===== config.mk =====
export PLATFORM = sky130hd
export DESIGN_NAME = modulation_sampler_seq
export DESIGN_NICKNAME = d
export VERILOG_FILES = /design/src/rtl/modulation_sampler_seq.sv
export SDC_FILE = /design/constraint.sdc
export NUM_CORES = 1
export LEC_CHECK = 0
export BUFFER_PORTS_ARGS = -buffer_cell sky130_fd_sc_hd__buf_2
export CORE_ASPECT_RATIO = 0.9
export CORE_MARGIN = 2
export CORE_UTILIZATION = 61
export CTS_BUF_LIST = sky130_fd_sc_hd__clkbuf_16
export DETAILED_ROUTE_END_ITERATION = 8
export GPL_TIMING_DRIVEN = 0
export PLACE_DENSITY = 0.87
export SETUP_SLACK_MARGIN = 0.15
export SYNTH_ARGS = -nofsm -noshare
export SYNTH_HDL_FRONTEND = slang
export SYNTH_SLANG_ARGS = --single-unit
export TNS_END_PERCENT = 50

===== constraint.sdc =====
create_clock -name CLK -period 7.33 [get_ports CLK]
set_input_delay 1.0995 -clock CLK [delete_from_list [all_inputs] [get_ports CLK]]
set_output_delay 1.0995 -clock CLK [all_outputs]
set_load 0.005 [all_outputs]

===== src/rtl/modulation_sampler_seq.sv =====
// modulation_sampler_seq
//   Generates the read address into the modulation buffer. Once started, the
//   sequence is held off until SYS_TIME reaches a 2^SYNC_SHIFT boundary so that
//   every device on the network begins on the same tick. After that, ADDR
//   steps from 0 to MOD_CYCLE, holding each value for UPDATE_CYCLE clocks. The
//   sequence either loops forever or runs once and then pulses DONE.
//
// Optional build macro: MODULATION_SAMPLER_STRIDE_EN
//   When defined, this adds the STRIDE input. Each step then advances ADDR by
//   STRIDE, modulo MOD_CYCLE+1.
//
// Ports
//   CLK, RST_N    clock, asynchronous active-low reset
//   SYS_TIME      global synchronised time (64 bit)
//   MOD_CYCLE     last valid address, sampled at START
//   UPDATE_CYCLE  clocks per address step, sampled at START (0 acts as 1)
//   LOOP          1 = wrap forever, 0 = one-shot, sampled at START
//   START, STOP   single-cycle control requests (STOP has priority)
//   STRIDE        address increment, sampled at START (macro builds only)
//   ADDR          current buffer address
//   ADDR_VALID    ADDR is a live sample
//   BUSY          sequencer is armed or running
//   DONE          one-cycle pulse at the end of a one-shot sequence
module modulation_sampler_seq #(
    parameter int ADDR_WIDTH = 16,
    parameter int DIV_WIDTH  = 32,
    parameter int SYNC_SHIFT = 10
) (
    input  logic                  CLK,
    input  logic                  RST_N,
    input  logic [63:0]           SYS_TIME,
    input  logic [ADDR_WIDTH-1:0] MOD_CYCLE,
    input  logic [DIV_WIDTH-1:0]  UPDATE_CYCLE,
    input  logic                  LOOP,
    input  logic                  START,
    input  logic                  STOP,
`ifdef MODULATION_SAMPLER_STRIDE_EN
    input  logic [ADDR_WIDTH-1:0] STRIDE,
`endif
    output logic [ADDR_WIDTH-1:0] ADDR,
    output logic                  ADDR_VALID,
    output logic                  BUSY,
    output logic                  DONE
);

    typedef enum logic [1:0] {IDLE, ARMED, RUN} state_t;

    state_t                state;
    logic [ADDR_WIDTH-1:0] mod_cycle_q;
    logic [ADDR_WIDTH-1:0] stride_q;
    logic [DIV_WIDTH-1:0]  update_cycle_q;
    logic [DIV_WIDTH-1:0]  presc;
    logic                  loop_q;

    logic [ADDR_WIDTH-1:0] stride_eff;
    logic [ADDR_WIDTH:0]   addr_sum;
    logic [ADDR_WIDTH-1:0] addr_next;
    logic                  wrap;
    logic                  step;
    logic                  sync_hit;
    logic                  unused_sys_time;

    // Only the low SYNC_SHIFT bits of SYS_TIME matter for alignment.
    assign unused_sys_time = ^SYS_TIME[63:SYNC_SHIFT];

    always_comb begin
`ifdef MODULATION_SAMPLER_STRIDE_EN
        if (STRIDE == '0 || STRIDE > MOD_CYCLE)
            stride_eff = ADDR_WIDTH'(1);
        else
            stride_eff = STRIDE;
`else
        stride_eff = ADDR_WIDTH'(1);
`endif
    end

    // Compute the sum one bit wider than ADDR so that the wrap test is an
    // explicit compare rather than a modular overflow. With stride 1, this
    // reduces to ADDR==MOD_CYCLE -> 0.
    always_comb begin
        addr_sum = {1'b0, ADDR} + {1'b0, stride_q};
        wrap     = addr_sum > {1'b0, mod_cycle_q};
        if (wrap)
            addr_next = ADDR_WIDTH'(addr_sum - ({1'b0, mod_cycle_q} + (ADDR_WIDTH+1)'(1)));
        else
            addr_next = addr_sum[ADDR_WIDTH-1:0];
        step     = (presc == update_cycle_q - DIV_WIDTH'(1));
        sync_hit = (SYS_TIME[SYNC_SHIFT-1:0] == '0);
    end

    always_ff @(posedge CLK or negedge RST_N) begin
        if (!RST_N) begin
            state          <= IDLE;
            ADDR           <= '0;
            ADDR_VALID     <= 1'b0;
            BUSY           <= 1'b0;
            DONE           <= 1'b0;
            presc          <= '0;
            mod_cycle_q    <= '0;
            update_cycle_q <= '0;
            stride_q       <= '0;
            loop_q         <= 1'b0;
        end else begin
            DONE <= 1'b0;
            case (state)
                IDLE: begin
                    if (START && !STOP) begin
                        mod_cycle_q    <= MOD_CYCLE;
                        update_cycle_q <= (UPDATE_CYCLE == '0) ? DIV_WIDTH'(1) : UPDATE_CYCLE;
                        loop_q         <= LOOP;
                        stride_q       <= stride_eff;
                        BUSY           <= 1'b1;
                        state          <= ARMED;
                    end
                end
                ARMED: begin
                    if (STOP) begin
                        BUSY  <= 1'b0;
                        state <= IDLE;
                    end else if (sync_hit) begin
                        ADDR       <= '0;
                        ADDR_VALID <= 1'b1;
                        presc      <= '0;
                        state      <= RUN;
                    end
                end
                RUN: begin
                    if (STOP) begin
                        ADDR_VALID <= 1'b0;
                        BUSY       <= 1'b0;
                        state      <= IDLE;
                    end else if (step) begin
                        presc <= '0;
                        if (wrap && !loop_q) begin
                            // One-shot ends here. ADDR keeps its last value.
                            ADDR_VALID <= 1'b0;
                            BUSY       <= 1'b0;
                            DONE       <= 1'b1;
                            state      <= IDLE;
                        end else begin
                            ADDR <= addr_next;
                        end
                    end else begin
                        presc <= presc + DIV_WIDTH'(1);
                    end
                end
                default: state <= IDLE;
            endcase
        end
    end

endmodule


# After elaboration in Yosys (flattened, before gate mapping)
# Cells that the tools add are included.
# op_classes
n_addsub	5
n_lt_le_gt_ge	1
eq_ne	13
n_mux	33
n_reduce_logical	15
# ops
op	n
two-way mux 32 bit	5
two-way mux 16 bit	6
one-hot mux 32 bit (2 select lines)	1
adder 32 x 1 -> 32 bit (second input constant)	1
== test 32 bit	1
zero test 32 bit	1
one-hot mux 16 bit (2 select lines)	1
subtractor 32 x 1 -> 32 bit (second input constant)	1
adder 16 x 1 -> 17 bit	1
greater-than comparator 17 x 16 -> 1 bit	1
adder 16 x 1 -> 16 bit (second input constant)	1
subtractor 16 bit	1
inequality test 2 bit (second input constant)	7
two-way mux 2 bit	6
two-way mux 1 bit	11
zero test 10 bit	1
AND reduction 5 bit	2
inequality test 3 bit (second input constant)	3
AND reduction 4 bit	2
one-hot mux 2 bit (3 select lines)	1
AND reduction 6 bit	1
one-hot mux 1 bit (3 select lines)	1
nonzero test 3 bit	1
== test 2 x 1 -> 1 bit (second input constant)	1
other kinds (7)	9
# totals
register_bits	103
input_bits	117
output_inout_bits	19
word_cells	77

# Depth between registers and ports, before layout
# depth
depth_word	7
ltp_mapped	19

# Least setup slack after synthesis
# OpenSTA, ideal clock, no wires.
# synth_path
path_type	register -> register
startpoint	register ADDR[0]
endpoint	register ADDR[15]
setup_time_ns	0.118
arrival_ns	3.848
required_ns	7.212
slack_ns	3.364
stages_incl_launch_ff	18
n_path_buf	2
synth_period_minus_slack_ns	3.966
path_cell_list	dfrtp_1 ha_1 and3_1 and3_1 clkbuf_1 nand4_1 nor2_1 xor2_1 ha_1 or3_1 o2111a_1 or4_1 nand3b_1 nor2b_1 nand3_1 and2_0 clkbuf_1 a21o_1
# synth_via
elab_chain_len	7
word_cells_on_any_way	11
classes_between	add/sub: 2; order compare: 1; eq/ne: 1; mux: 5; reduce/logical: 2
# synth_lines
element	line_no	text
from (decl)	40	output logic [ADDR_WIDTH-1:0] ADDR,
from (signal assigned)	141	ADDR <= addr_next;
adder 16 x 1 -> 17 bit (*)	81	addr_sum = {1'b0, ADDR} + {1'b0, stride_q};
subtractor 16 bit or greater-than comparator 17 x 16 -> 1 bit (tied branches)	84, 82	
two-way mux 16 bit	83	if (wrap)
two-way mux 16 bit	134	if (wrap && !loop_q) begin
two-way mux 16 bit	132	end else if (step) begin
two-way mux 16 bit	128	if (STOP) begin
one-hot mux 16 bit (2 select lines)	105	case (state)
# Every way passes the cells marked *; elsewhere a longest branch is shown, timed or not. The select of a mux whose other input is x is not followed.
# A chain may end at the register's enable or synchronous reset.

# Final worst setup path
# Ends and elaborated chain as after synthesis.

==> key figures <==
Timing
  • RSZ-0062 raised after global routing: false
  • Slew Limit Fails: 0
  • Setup TNS: 0 ps
  • Final critical-path required period: 4830 ps
  • Hold Vio Cnt, Final: 0
  • Endpoints failing setup: 0
  • F_max: 207 MHz
  • Slew at the pin closest to its max-slew limit: 932 ps
  • Final WS setup: 2500 ps
  • Part of the cycle the worst path needs: 66.0%
  • Hold slack final: 497 ps
  • Worst slew margin relative to its limit: 37.3%
  • Largest clock skew in the final design: 12.5 ps

Logic synthesis
  • Post-synthesis sequential area ratio: 36.3%
  • Post-Synthesis Net Count: 896
  • Post-Syn Area per Cell: 9.42 sq um
  • Mux contribution to synthesized area: 9.36%
  • Share of the synthesized netlist area taken by xor and xnor gates: 12.2%
  • Synth Area in Compound Gates: 11.4%
  • Number of enable flip-flop cells after synthesis: 0
  • Dominant register cell in the synthesized netlist: sky130_fd_sc_hd__dfrtp_1
  • Cell count after synthesis: 754
  • Simple-gate area share of the yosys netlist: 22.6%
  • Most instantiated cells after synthesis: 103 x sky130_fd_sc_hd__dfrtp_1, 68 x sky130_fd_sc_hd__nor2_1, 55 x sky130_fd_sc_hd__xnor2_1, 51 x sky130_fd_sc_hd__mux2_2, 44 x sky130_fd_sc_hd__xor2_1
  • Synth warn: 0
  • Most numerous cell in the Yosys netlist: sky130_fd_sc_hd__dfrtp_1
  • Largest area contributor in the synthesized netlist: sky130_fd_sc_hd__dfrtp_1
  • Post-synthesis share of cell area spent on full adders, half adders and majority gates: 4.51%
  • Post-synth design cell area: 7100 sq um
  • Number of unique standard cell types used by synthesis: 75
  • Proportion of register bits with asynchronous set or reset after synthesis: 100%
  • Register bit total from synthesis: 103
  • Fraction of post-synthesis cell area in the top cell type by area: 36.3%
  • Ranking of synthesized cells by area: sky130_fd_sc_hd__dfrtp_1 36%, sky130_fd_sc_hd__mux2_2 8.1%, sky130_fd_sc_hd__xnor2_1 6.8%
  • Dominant combinational cell family by area after synthesis: simple AND/OR/NAND/NOR gates

Global routing
  • Pin count of the biggest net entering global routing: 62
  • Global-route total usage across every layer: 28.6%
  • Remaining Overflow, GRT: 0
  • Antenna violations before repair: 0
  • Vias in the first global route: 5718
  • Global-route wire length before repair: 28600 um

Cells and area
  • Fraction of the core area covered by cells at the end of the flow: 70.1%
  • Ant diodes: 0
  • Net count of the finished layout: 989
  • Cell area after layout: 7990 sq um
  • Synthesis-to-layout area growth: 12.5%
  • Layout cells sized above 1: 20.4%

Clock tree
  • Cell chosen for the clock root: sky130_fd_sc_hd__clkbuf_16
  • CTS sink count: 103
  • Hold bufs inserted after CTS: 0
  • Post-cts sizing count: 0
  • Deepest clock path buffer count: 2
  • CTS tree: done
  • Maximum level of the CTS H-tree: 3
  • Count of buffers added by post-CTS timing repair for setup: 0
  • Cts bufs inserted: 9
  • Skew-Pair Late Insertion Delay: 360 ps
  • CTS clk-pin slew, worst paths: 70 ps

Min path
  • Worst min-delay path endpoint: stride_q[0]
  • Depth of the worst hold-timing path: 1
  • HP Class: reg2reg
  • Hold Crit Start: stride_q[0]

Run status
  • Result of the run: complete, no violations

Worst setup path
  • Required time reported for the critical path endpoint: 7580 ps
  • Reg-to-reg setup timing slack: 2500 ps
  • Reg2reg path depth: 19
  • Worst setup path class: reg2reg
  • Critical Path Fanout Max: 8
  • Startpoint type of the worst setup path: flop
  • R2R Path End: ADDR[15]
  • Arrival time at the worst endpoint: 5090 ps
  • Critical register-to-register path startpoint: ADDR[0]
  • Kind of capture point of the worst setup path: flop

Place
  • Placed wire-length estimate after detailed placement: 12900 um
  • Routability congestion estimate: 0.930
  • Number of input and output port buffers inserted: 81
  • Worst setup slack before clock tree synthesis: 2610 ps
  • Placed cell areas: 7730 sq um

Power and ir drop
  • Part of the total power dissipated in the clock network: 18.7%
  • Peak supply drop: 0.181 mV
  • Switching Fraction: 38.9%
  • Power per cell area: 286 nW/um^2
  • Int Power: 1390 uW
  • LEAKAGE: 0.00344 uW
  • Portion of total power attributed to combinational logic: 43.1%
  • Net Switching: 888 uW
  • Sequential Power Share: 38.2%

Floorplan
  • Starting utilization of the core area: 62.4%
  • Die boundary height: 106 um
  • Area enclosed by the die boundary: 12500 sq um
  • Boundary pin count: 136
  • Number of rows in the core area: 37
  • Core region area: 11400 sq um
  • Die W: 118 um

Drt
  • Routed Wire Length: 17200 um
  • Number of nets still failing antenna checks after routing: 0
  • Post-detailed-route wirelength per cell: 17.0 um
  • First-pass DRT Iterations: 6
  • Number of remaining DRC errors: 0
  • Routed vias: 6092
  • Iteration-0 DRC Markers: 591
  • Ratio of routed vias to standard cells: 6.05

Flow run
  • Number of maximum-capacitance constraint violations: 0
-- layout make-up --
| class | count | area (sq um) |
|---|---|---|
| Buffer | 30 | 140 |
| Clock buffer | 9 | 225 |
| Clock inverter | 6 | 30.0 |
| Fill cell | 901 | 3400 |
| Inverter | 31 | 116 |
| Multi-Input combinational cell | 590 | 4270 |
| Sequential cell | 103 | 2580 |
| Tap cell | 156 | 195 |
| Timing Repair Buffer | 82 | 435 |
-- power by group through the flow --
| stage | sequential, uW | clock, uW | combinational [uW] |
|---|---|---|---|
| 3_5_place_dp | 876 | 0 | 969 |
| 4_1_cts | 868 | 433 | 976 |
| 2_1_floorplan | 825 | 0 | 770 |
| 5_1_grt | 891 | 457 | 1090 |
| 3_3_place_gp | 864 | 0 | 942 |
| 6_report | 871 | 426 | 984 |
-- worst max path at each step --
stage / from / cells after the start / end / slack [ps]
final: ADDR[0] / 19 / ADDR[15] / 2500
after global routing: ADDR[0] / 19 / ADDR[5] / 2130
after CTS: ADDR[0] / 19 / ADDR[15] / 2550
after detailed placement: ADDR[0] / 17 / ADDR[15] / 2610
after global placement: ADDR[0] / 17 / ADDR[15] / 2720
after floorplan: ADDR[0] / 17 / ADDR[15] / 3360
-- state kept, by name (all words and copies together), names as in the netlist --
register and count:
stride_q 1, BUSY 1, update_cycle_q 32, presc 32, ADDR 16, state 2, DONE 1, loop_q 1
mod_cycle_q 16, ADDR_VALID 1
-- per-stage QoR --
step | cells | total power [uW]
final | 1007 | 2280
after global routing | 1007 | 2440
after CTS | 1007 | 2280
after detailed placement | 992 | 1850
after global placement | 991 | 1810
after floorplan | 754 | 1600
-- logic make-up after synthesis --
group / Yosys count
fa+ha+maj: 25
flops: 103
mux: 60
compound gates: 115
buf+inv: 61
simple gates: 291
xor+xnor: 99
-- layer usage --
| layer | wire, um | GRT usage [%] |
|---|---|---|
| met1 | 7820 | 40.7 |
| met2 | 7950 | 45.2 |
| met3 | 1220 | 6.06 |
| met4 | 170 | 6.37 |
| met5 | 0 | 0 |
-- critical path, stage by stage, from the launching register on --
cell	delay [ps]
sky130_fd_sc_hd__dfrtp_1	380
sky130_fd_sc_hd__ha_1	190
sky130_fd_sc_hd__ha_1	200
sky130_fd_sc_hd__nand3_1	160
sky130_fd_sc_hd__nor2_1	300
sky130_fd_sc_hd__nand4_1	220
sky130_fd_sc_hd__inv_1	130
sky130_fd_sc_hd__nand3_1	140
sky130_fd_sc_hd__xnor2_1	250
sky130_fd_sc_hd__ha_1	340
sky130_fd_sc_hd__a211oi_1	250
sky130_fd_sc_hd__o21ai_0	130
sky130_fd_sc_hd__o2111a_1	190
sky130_fd_sc_hd__or4_1	510
sky130_fd_sc_hd__nand3b_1	220
sky130_fd_sc_hd__nor2b_1	190
sky130_fd_sc_hd__nand3_1	180
sky130_fd_sc_hd__and2_0	230
sky130_fd_sc_hd__clkbuf_1	270
sky130_fd_sc_hd__a21o_1	260
-- layout by cell type (no fill, tap or decap), types with 25 or more instances in the layout --
cell / instances
sky130_fd_sc_hd__xnor2_1: 55
sky130_fd_sc_hd__inv_1: 32
sky130_fd_sc_hd__nand3_1: 29
sky130_fd_sc_hd__o21ai_0: 25
sky130_fd_sc_hd__nand2_1: 41
sky130_fd_sc_hd__mux2_2: 51
sky130_fd_sc_hd__xor2_1: 44
sky130_fd_sc_hd__nor2_1: 68
sky130_fd_sc_hd__dfrtp_1: 103
sky130_fd_sc_hd__buf_2: 85
Power figures use the tool's default switching activity.
